$ cat src/rtl/multicycle_mainfsm.sv
// multicycle_mainfsm: main control FSM sequencing fetch/decode/execute/memory/writeback for the multicycle ARM datapath.
module multicycle_mainfsm (
  input  logic       clk,
  input  logic       reset,
  input  logic [1:0] Op,
  input  logic [5:0] Funct,
  input  logic       CondEx,
  output logic       IRWrite,
  output logic       AdrSrc,
  output logic [1:0] ALUSrcA,
  output logic [1:0] ALUSrcB,
  output logic [1:0] ResultSrc,
  output logic       ALUOp,
  output logic       RegWrite,
  output logic       MemWrite,
  output logic       PCWrite,
  output logic [3:0] State
);
  typedef enum logic [3:0] {
    FETCH    = 4'd0,
    DECODE   = 4'd1,
    MEMADR   = 4'd2,
    MEMREAD  = 4'd3,
    MEMWB    = 4'd4,
    MEMWRITE = 4'd5,
    EXECUTER = 4'd6,
    EXECUTEI = 4'd7,
    ALUWB    = 4'd8,
    BRANCH   = 4'd9
  } state_t;
  state_t state, next_state, dec;
  logic next_pc, reg_w, mem_w, branch, no_write;
  always_ff @(posedge clk)
    state <= reset ? FETCH : next_state;
  always_comb begin
    next_state = FETCH;
    case (state)
      FETCH:              next_state = DECODE;
      DECODE:             next_state = Op == 2'b01 ? MEMADR :
                                       Op == 2'b10 ? BRANCH :
                                       Op == 2'b00 ? (Funct[5] ? EXECUTEI : EXECUTER) : FETCH;
      MEMADR:             next_state = Funct[0] ? MEMREAD : MEMWRITE;
      MEMREAD:            next_state = MEMWB;
      EXECUTER, EXECUTEI: next_state = ALUWB;
      default:            next_state = FETCH;
    endcase
  end
  // During reset the mux selects decode as FETCH so the datapath sees fetch values
  assign dec = reset ? FETCH : state;
  always_comb begin
    next_pc   = 1'b0;
    reg_w     = 1'b0;
    mem_w     = 1'b0;
    branch    = 1'b0;
    AdrSrc    = 1'b0;
    ALUSrcA   = 2'b00;
    ALUSrcB   = 2'b00;
    ResultSrc = 2'b00;
    ALUOp     = 1'b0;
    case (dec)
      FETCH: begin
        next_pc   = 1'b1;
        ALUSrcA   = 2'b01;
        ALUSrcB   = 2'b10;
        ResultSrc = 2'b10;
      end
      DECODE: begin
        ALUSrcA   = 2'b01;
        ALUSrcB   = 2'b10;
        ResultSrc = 2'b10;
      end
      MEMADR:   ALUSrcB = 2'b01;
      MEMREAD:  AdrSrc = 1'b1;
      MEMWB: begin
        ResultSrc = 2'b01;
        reg_w     = 1'b1;
      end
      MEMWRITE: begin
        AdrSrc = 1'b1;
        mem_w  = 1'b1;
      end
      EXECUTER: ALUOp = 1'b1;
      EXECUTEI: begin
        ALUSrcB = 2'b01;
        ALUOp   = 1'b1;
      end
      ALUWB:    reg_w = 1'b1;
      BRANCH: begin
        ALUSrcB   = 2'b01;
        ResultSrc = 2'b10;
        branch    = 1'b1;
      end
      default: ;
    endcase
  end
  // CMP only sets flags, so its writeback must not touch the register file
  assign no_write = (state == ALUWB) && (Funct[4:1] == 4'b1010);
  assign IRWrite  = ~reset & (dec == FETCH);
  assign RegWrite = ~reset & reg_w & CondEx & ~no_write;
  assign MemWrite = ~reset & mem_w & CondEx;
  assign PCWrite  = ~reset & (next_pc | (branch & CondEx));
  assign State    = state;
endmodule

$ cat config.mk
export PLATFORM = sky130hd
export DESIGN_NAME = multicycle_mainfsm
export DESIGN_NICKNAME = d
export VERILOG_FILES = /design/src/rtl/multicycle_mainfsm.sv
export SDC_FILE = /design/constraint.sdc
export NUM_CORES = 1
export LEC_CHECK = 0
export BUFFER_PORTS_ARGS = -buffer_cell sky130_fd_sc_hd__buf_2
export CORE_AREA = 2 2 39 41
export CTS_CLUSTER_DIAMETER = 150
export DETAILED_ROUTE_END_ITERATION = 6
export DIE_AREA = 0 0 41 43
export SLEW_MARGIN = 5
export SYNTH_ARGS = -nofsm -noshare
export SYNTH_HDL_FRONTEND = slang
export SYNTH_SLANG_ARGS = --single-unit
$ cat constraint.sdc
create_clock -name clk -period 1.3 [get_ports clk]
set_clock_uncertainty 0.2 [all_clocks]
set_input_delay 0.065 -clock clk [delete_from_list [all_inputs] [get_ports clk]]
set_output_delay 0.065 -clock clk [all_outputs]
set_load 0.05 [all_outputs]
==> results of run 1 <==
cell usage in the layout (no fill, tap or decap), types with 2 or more instances in the layout:
cell,n
a21oi_4,2
dlygate4sd3_1,4
nor4b_4,2
o21ai_0,2
buf_8,8
nand2b_1,2
buf_2,11
nand2b_4,2
nor4_4,2
or2_4,2
nor3_4,3
buf_4,11
clkbuf_4,3
nand2_1,2
dfxtp_4,4
buf_6,18
nor2_1,2
buf_12,3
worst reg2reg max path, cell delays in order (launching register included):
cell	delay [ns]
dfxtp_4	0.34
buf_12	0.13
or3_4	0.40
buf_4	0.15
buf_6	0.11
a21oi_1	0.10
per-layer routing:
| layer | routed length, um | part of all wire | GRT usage |
|---|---|---|---|
| met4 | 59 | 0.034 | 0.140 |
| met3 | 89 | 0.052 | 0.0366 |
| met5 | 0 | 0 | 0 |
| met2 | 928 | 0.54 | 0.359 |
| met1 | 648 | 0.38 | 0.252 |
area by class of cell:
cell class / count / share of cell area
clock buffer: 3 / 0.0193
inverter: 1 / 0.00322
multi-input combinational: 42 / 0.399
sequential: 4 / 0.0815
tap: 16 / 0.0171
timing repair buffer: 55 / 0.480
what timing repair did:
| item | in CTS | in global routing |
|---|---|---|
| buffers inserted | 5 | 5 |
| gates resized for setup | 52 | 12 |
| pin swaps | 6 | 8 |
| setup endpoints to repair | 18 | 16 |
| hold endpoints to repair | 4 | 0 |
| hold buffers | 4 | 0 |
where the power goes:
part           leakage, nW  internal, mW  switching [mW]
combinational        0.452         0.244           0.256
sequential          0.0356         0.130         0.00857
clock               0.0138         0.103          0.0497
metrics by stage:
step,setup slack (ns),utilization,hold slack (ns)
final,-0.382,0.844,0.0555
after global routing,-0.413,0.844,0.0745
after CTS,-0.379,0.790,0.0528
after detailed placement,-0.251,0.580,0.138
after global placement,-0.242,0.580,0.136
after floorplan,-0.330,-,0.0235
cells by family after synthesis:
family                 Yosys count
buffers and inverters            7
AND/OR/NAND/NOR                 28
other                            1
flip-flops                       4
XOR/XNOR                         2
AO/OA/AOI/OAI                   11
worst max path at each step:
| stage | from | slack [ns] | end |
|---|---|---|---|
| floorplan | State[1] | -0.33 | AdrSrc |
| global placement | State[0] | -0.24 | ALUSrcB[0] |
| detailed placement | State[0] | -0.25 | ALUSrcB[0] |
| CTS | State[0] | -0.38 | RegWrite |
| global route | State[1] | -0.41 | RegWrite |
| finish | State[0] | -0.38 | ALUSrcB[0] |
==> results.ini, run 1 <==
[critical_path]
r2r_slack_ns=-0.21
rr_startpoint=State[2]
cp_top_family=simple AND/OR/NAND/NOR gates
arrival_ns=1.42
r2r_cells=5
worstPathMaxFanout=2
crit_required_ns=1.03
cp-start-kind=register
worstPathCellList=or4b_4, a21oi_4, buf_6
crit_buf_inv=1
max_stage_delay_ns=0.54
critical_path.slowest_cell=or4b_4
r2r_end=State[0]
critPathCaptureType=output port
path_depth=3
setup.worst_path.class=register to output port

[sta]
slew_violations=0
period_needed_ns=1.68
layout_setup_ws_ns=-0.382
setup_viol_count_final=17
hold_viol=0
fmax_mhz=594
fin_crit_sh=1.29
grt_setup_unrepaired=true
fin_tns_setup_ns=-4.23

[floorplanning]
die_y_um=43
die_width_um=41
core_sq_um=1380
die_area_sq_um=1760
start_util=0.289
ios=27
rows=14

[synth]
yosysSeqAreaShare=0.200
ys.warnings.count=0
synth-seq-cells=4
yosys.area.top_type=dfxtp_1
synth_area_leaders=dfxtp_1 20%, nor4b_2 7.5%, nand2b_1 6.3%
yosys.area_share.simple=0.488
synth_top_family_by_area=simple AND/OR/NAND/NOR gates
syn_avg_cell_area_sq_um=7.55
syn-num-nets=64
synthArstFlopShare=0
synthMuxAreaShare=0
synth_top_area_frac=0.200
synthFlopType=dfxtp_1
synth-compound-area-share=0.159
synth_fa_ha_area_frac=0
syn_inst=53
synth_cell_type_count=28
synthTopCellsByCount=4 x a21oi_1, 4 x dfxtp_1, 4 x nand2b_1, 4 x nor2_1, 4 x o21ai_0
synthXorXnorAreaFrac=0.0438
synth_edf_count=0
synth_area_sq_um=400

[hold_path]
holdPathEnd=State[3]
holdCritStartpoint=reset
min_path_type=input port to register
whs_path_depth=3

[flow_run]
drv_cap=0

[clocking]
cts_made_buffers=3
cts_tree=yes
clkLatencyLatePin_ns=0.23
clock_sinks=4
cts_buffer_depth=2
clk_pin_slew_ns=0.04
cts_root_buffer=clkbuf_4
htree_levels=1

[grt]
grt_pass1_wl_um=2600
grt-ovfl-total=0
antenna_found_initial=0
grt_max_degree=10
grt_usage=0.222
grt_pass1_vias=607

[cells_and_area]
drive_gt1_frac=0.800
nFillCells=75
seq_area_sq_um=95.1
antennaDiodeCount=0
multiInputGateArea_sq_um=465
finish.instance_area_sq_um=1170
largest_reg_flops=4
syn_to_final_growth_pct=192
layout.cells.non_filler=121
nets=118

[place]
numPortBuffers=25
placed_cell_area_sq_um=802
dp.cells=106
place_hpwl_um=1010
gp_congestion=0.746

[power_and_ir_drop]
irDropWorstVdd_v=0.000429
power_uw=792
p_leak_nw=0.502
power_density_nw_per_um2=678

[run_status]
status=finished, violations left
violations=setup timing

[drt]
drc=0
via_per_inst=5.04
wl_per_cell_um=14.3
drt_iter0_drc=6
postRouteAntennaNets=0
routed_wl_um=1730
drt_pass1_iterations=4
vias=610

Note: power is estimated with default switching activity, not from simulation.
==> run 2, diff against run 1 <==
--- a/config.mk
+++ b/config.mk
@@ -10,6 +10,7 @@
 export CTS_CLUSTER_DIAMETER = 150
 export DETAILED_ROUTE_END_ITERATION = 6
 export DIE_AREA = 0 0 41 43
+export SKIP_LAST_GASP = 1
 export SLEW_MARGIN = 5
 export SYNTH_ARGS = -nofsm -noshare
 export SYNTH_HDL_FRONTEND = slang
==> constraint.sdc (replaced) <==
create_clock -name clk -period 1.3 [get_ports clk]
set_clock_uncertainty 0.2 [all_clocks]
set_input_delay 0.13 -clock clk [delete_from_list [all_inputs] [get_ports clk]]
set_output_delay 0.13 -clock clk [all_outputs]
set_load 0.05 [all_outputs]
==> results.ini, run 2 (same netlist as run 1, synthesis figures left out) <==
[run_status]
status=finished, violations left
violations=setup timing

[sta]
slew_violations=0
setup_viol_count_final=17
fmax_mhz=562
fin_crit_sh=1.37
layout_setup_ws_ns=-0.478
grt_setup_unrepaired=true
hold_viol=0
period_needed_ns=1.78

[critical_path]
critPathCaptureType=output port
cp-start-kind=register
r2r_cells=4
r2r_end=State[0]
worstPathMaxFanout=2
setup.worst_path.class=register to output port
r2r_slack_ns=-0.12
startpoint=State[0]
crit_path_end=ALUSrcB[0]
arrival_ns=1.45
rr_startpoint=State[3]
crit_required_ns=0.97

[cells_and_area]
post-route-util=0.805
multiInputGateArea_sq_um=477
layout_commonest_cell=buf_6
antennaDiodeCount=0
seq_area_sq_um=95.1
nets=111
layout_common_cells=16 x buf_6, 11 x buf_2, 8 x buf_8
finish.instance_area_sq_um=1110
largest_reg_flops=4
drive_gt1_frac=0.816
syn_to_final_growth_pct=178
nFillCells=80

[power_and_ir_drop]
power_density_nw_per_um2=706
irDropWorstVdd_v=0.000485
p_leak_nw=0.456

[grt]
grt_pass1_vias=565
antenna_found_initial=0
grt_pass1_wl_um=2590
grt_max_degree=9
grt-ovfl-total=0
grt_usage=0.229

[floorplanning]
start_util=0.289
core_sq_um=1380
die_area_sq_um=1760
ios=27
die_y_um=43
rows=14
die_width_um=41

[drt]
drt_pass1_iterations=2
routed_wl_um=1700
wl_per_cell_um=14.9
via_per_inst=5.09
vias=580
drc=0
postRouteAntennaNets=0
drt_iter0_drc=3

[clocking]
cts_root_buffer=clkbuf_4
cts_tree=yes
clk_pin_slew_ns=0.04
clkLatencyLatePin_ns=0.24
cts_buffer_depth=2
htree_levels=1
cts_made_buffers=3
clock_sinks=4

[place]
placed_cell_area_sq_um=781
numPortBuffers=25
place_ws_ns=-0.313
gp_congestion=0.702
place_hpwl_um=998

[hold_path]
min_path_type=input port to register

[flow_run]
drv_cap=0

-- run 2: changes by cell type in the layout (fill, tap and decap cells not counted), sizes merged --
| cell | change |
|---|---|
| buf | -6 |
| dlygate4sd3 | -2 |
| clkbuf | +1 |
-- run 2: per-layer routing --
metal	vias to the layer above	global-route usage	part of all wire	wire (um)
li1	276	-	-	-
met1	283	0.241	0.38	638
met2	19	0.381	0.57	965
met3	2	0.0838	0.048	82
met4	0	0.100	0.0082	14
met5	-	0	0	0
-- run 2: critical path, cell delays in order (launching register included) --
cell	delay, ns
dfxtp_4	0.35
or4b_4	0.55
a21oi_4	0.14
buf_6	0.17
-- run 2: timing repair --
item,4_1_cts,5_1_grt
pin swaps,8,7
setup buffers,0,5
endpoints found under the setup margin,17,18
endpoints found under the hold margin,2,0
gates cloned,1,0
gates resized for setup,51,11
hold buffers,2,0
-- run 2: layout make-up --
cell class              count  share of cell area
repair buffers             48               0.445
multi-input cells          42               0.428
flip-flops and latches      4              0.0854
clock buffers               3              0.0202
well taps                  16              0.0180
inverters                   1             0.00337
-- run 2: through the flow --
step / hold slack [ns] / setup TNS, ns / total power [mW] / instances
global route: 0.0259 / -5.14 / 0.829 / 114
CTS: 0.00745 / -4.01 / 0.735 / 110
detailed placement: 0.203 / -2.51 / 0.477 / 104
global placement: 0.199 / -2.37 / 0.476 / 104
finish: 0.0327 / -4.39 / 0.786 / 114
floorplan: 0.0992 / -2.55 / 0.391 / 53
-- run 2: power by group --
part | switching [mW] | total (mW) | internal, mW
registers | 0.0119 | 0.142 | 0.130
clock network | 0.0538 | 0.157 | 0.103
logic | 0.249 | 0.487 | 0.238
total | 0.315 | 0.786 | 0.471
-- run 2: worst min path at each step --
stage / startpoint / endpoint / slack [ns] / depth (start not counted)
final: Op[1] / State[3] / 0.03 / 3
after CTS: Funct[5] / State[0] / 0.007 / 3
after global placement: Funct[0] / State[2] / 0.20 / 3
after global routing: Op[1] / State[3] / 0.03 / 3
after detailed placement: Funct[0] / State[2] / 0.20 / 3
after floorplan: Funct[0] / State[2] / 0.1 / 2
==> run 3, diff against run 2 <==
--- a/config.mk
+++ b/config.mk
@@ -6,10 +6,13 @@
 export NUM_CORES = 1
 export LEC_CHECK = 0
 export BUFFER_PORTS_ARGS = -buffer_cell sky130_fd_sc_hd__buf_2
-export CORE_AREA = 2 2 39 41
+export CELL_PAD_IN_SITES_DETAIL_PLACEMENT = 2
+export CELL_PAD_IN_SITES_GLOBAL_PLACEMENT = 2
+export CORE_AREA = 2 2 52 54
 export CTS_CLUSTER_DIAMETER = 150
 export DETAILED_ROUTE_END_ITERATION = 6
-export DIE_AREA = 0 0 41 43
+export DIE_AREA = 0 0 54 56
+export PLACE_DENSITY_LB_ADDON = 0.1
 export SKIP_LAST_GASP = 1
 export SLEW_MARGIN = 5
 export SYNTH_ARGS = -nofsm -noshare
==> results.ini, run 3 (same netlist as run 1, synthesis figures left out) <==
[run_status]
status=finished, violations left
violations=setup timing

[floorplanning]
ios=27
die_area_sq_um=3020
start_util=0.165
die_width_um=54
rows=18
die_y_um=56
core_sq_um=2430

[sta]
hold_viol=0
setup_viol_count_final=14
fin_tns_setup_ns=-4.30
period_needed_ns=1.76
grt_setup_unrepaired=true
fmax_mhz=568
layout_setup_ws_ns=-0.461
holdWs_ns=0.0301
slew_violations=0
fin_crit_sh=1.35

[grt]
antenna_found_initial=0
grt_usage=0.147
grt_max_degree=10
grt_pass1_wl_um=3230
grt-ovfl-total=0
grt_pass1_vias=647

[cells_and_area]
nets=110
layout.cells.non_filler=127
syn_to_final_growth_pct=174
post-route-util=0.451
drive_gt1_frac=0.804
antennaDiodeCount=0
finish.instance_area_sq_um=1100
largest_reg_flops=4
layout_commonest_cell=buf_6
layout_common_cells=18 x buf_6, 10 x buf_2, 9 x buf_4

[power_and_ir_drop]
pwr-share-comb=0.602
power_frac_clock=0.212
switchingPower_uw=315
irDropWorstVdd_v=0.000354
power_density_nw_per_um2=699
internal_power_uw=452
p_leak_nw=0.443
switching_share=0.411
power_uw=767
p_seq_frac=0.186

[place]
numPortBuffers=25
dp.cells=118
place_ws_ns=-0.326
placed_cell_area_sq_um=798
place_hpwl_um=1300
gp_congestion=0.700

[critical_path]
critPathCaptureType=output port
startpoint=State[0]
max_stage_delay_ns=0.55
worstPathCellList=or4b_4, a21oi_4, buf_6
critical_path.slowest_cell=or4b_4
cp-start-kind=register
worstPathMaxFanout=2
crit_required_ns=0.97
arrival_ns=1.43
setup.worst_path.class=register to output port
rr_startpoint=State[0]

[drt]
via_per_inst=4.54
wl_per_cell_um=14.4
routed_wl_um=1830
drc=0
drt_pass1_iterations=4
drt_iter0_drc=13
postRouteAntennaNets=0
vias=576

[hold_path]
min_path_type=input port to register
holdCritStartpoint=Op[1]

[clocking]
cts_root_buffer=clkbuf_4
cts_buffer_depth=2
clock_sinks=4
clkLatencyLatePin_ns=0.24
cts_made_buffers=3
cts_tree=yes
clk_pin_slew_ns=0.04
htree_levels=1

[flow_run]
drv_cap=0

[run 3: changes by cell type in the layout (fill, tap and decap cells not counted), sizes merged]
cell,delta
clkbuf,-1
[run 3: layout make-up]
cell class / instances / area, sq um
fill: 258 / 1340
clock buffer: 3 / 22.5
tap: 30 / 37.5
inverter: 1 / 3.75
timing repair buffer: 47 / 465
sequential: 4 / 95.1
multi-input combinational: 42 / 473
[run 3: timing repair]
item | in CTS | in global routing
buffers inserted | 4 | 1
hold endpoints to repair | 2 | 0
pin swaps | 4 | 5
setup endpoints to repair | 18 | 19
gates resized for setup | 45 | 19
hold buffers | 2 | 0
cloned | 1 | 0
[run 3: layer usage]
metal	share of wire	GRT usage	wire length, um
met1	0.45	0.198	829
met3	0.052	0.0376	95
met2	0.48	0.221	883
met4	0.010	0.0536	19
met5	0	0	0
[run 3: final timing paths]
check / end / slack (ns) / cells after the start
max: ALUSrcB[0] / -0.46 / 3
min reg2reg: State[3] / 0.38 / 2
max reg2reg: State[1] / -0.16 / 6
min: State[1] / 0.03 / 3
[run 3: worst max-delay path: cells and delay by family, from the launching register on]
family                 cells  cell delay (ns)
buffers and inverters      1             0.17
DFF                        1             0.34
and+or+nand+nor            1             0.55
AOI/OAI and AO/OA          1             0.14
[run 3: power groups by stage]
stage	registers, mW	logic, mW	clock network, mW
5_1_grt	0.144	0.492	0.182
4_1_cts	0.140	0.438	0.170
6_report	0.142	0.462	0.162
3_5_place_dp	0.140	0.348	0
2_1_floorplan	0.172	0.218	0
3_3_place_gp	0.138	0.346	0
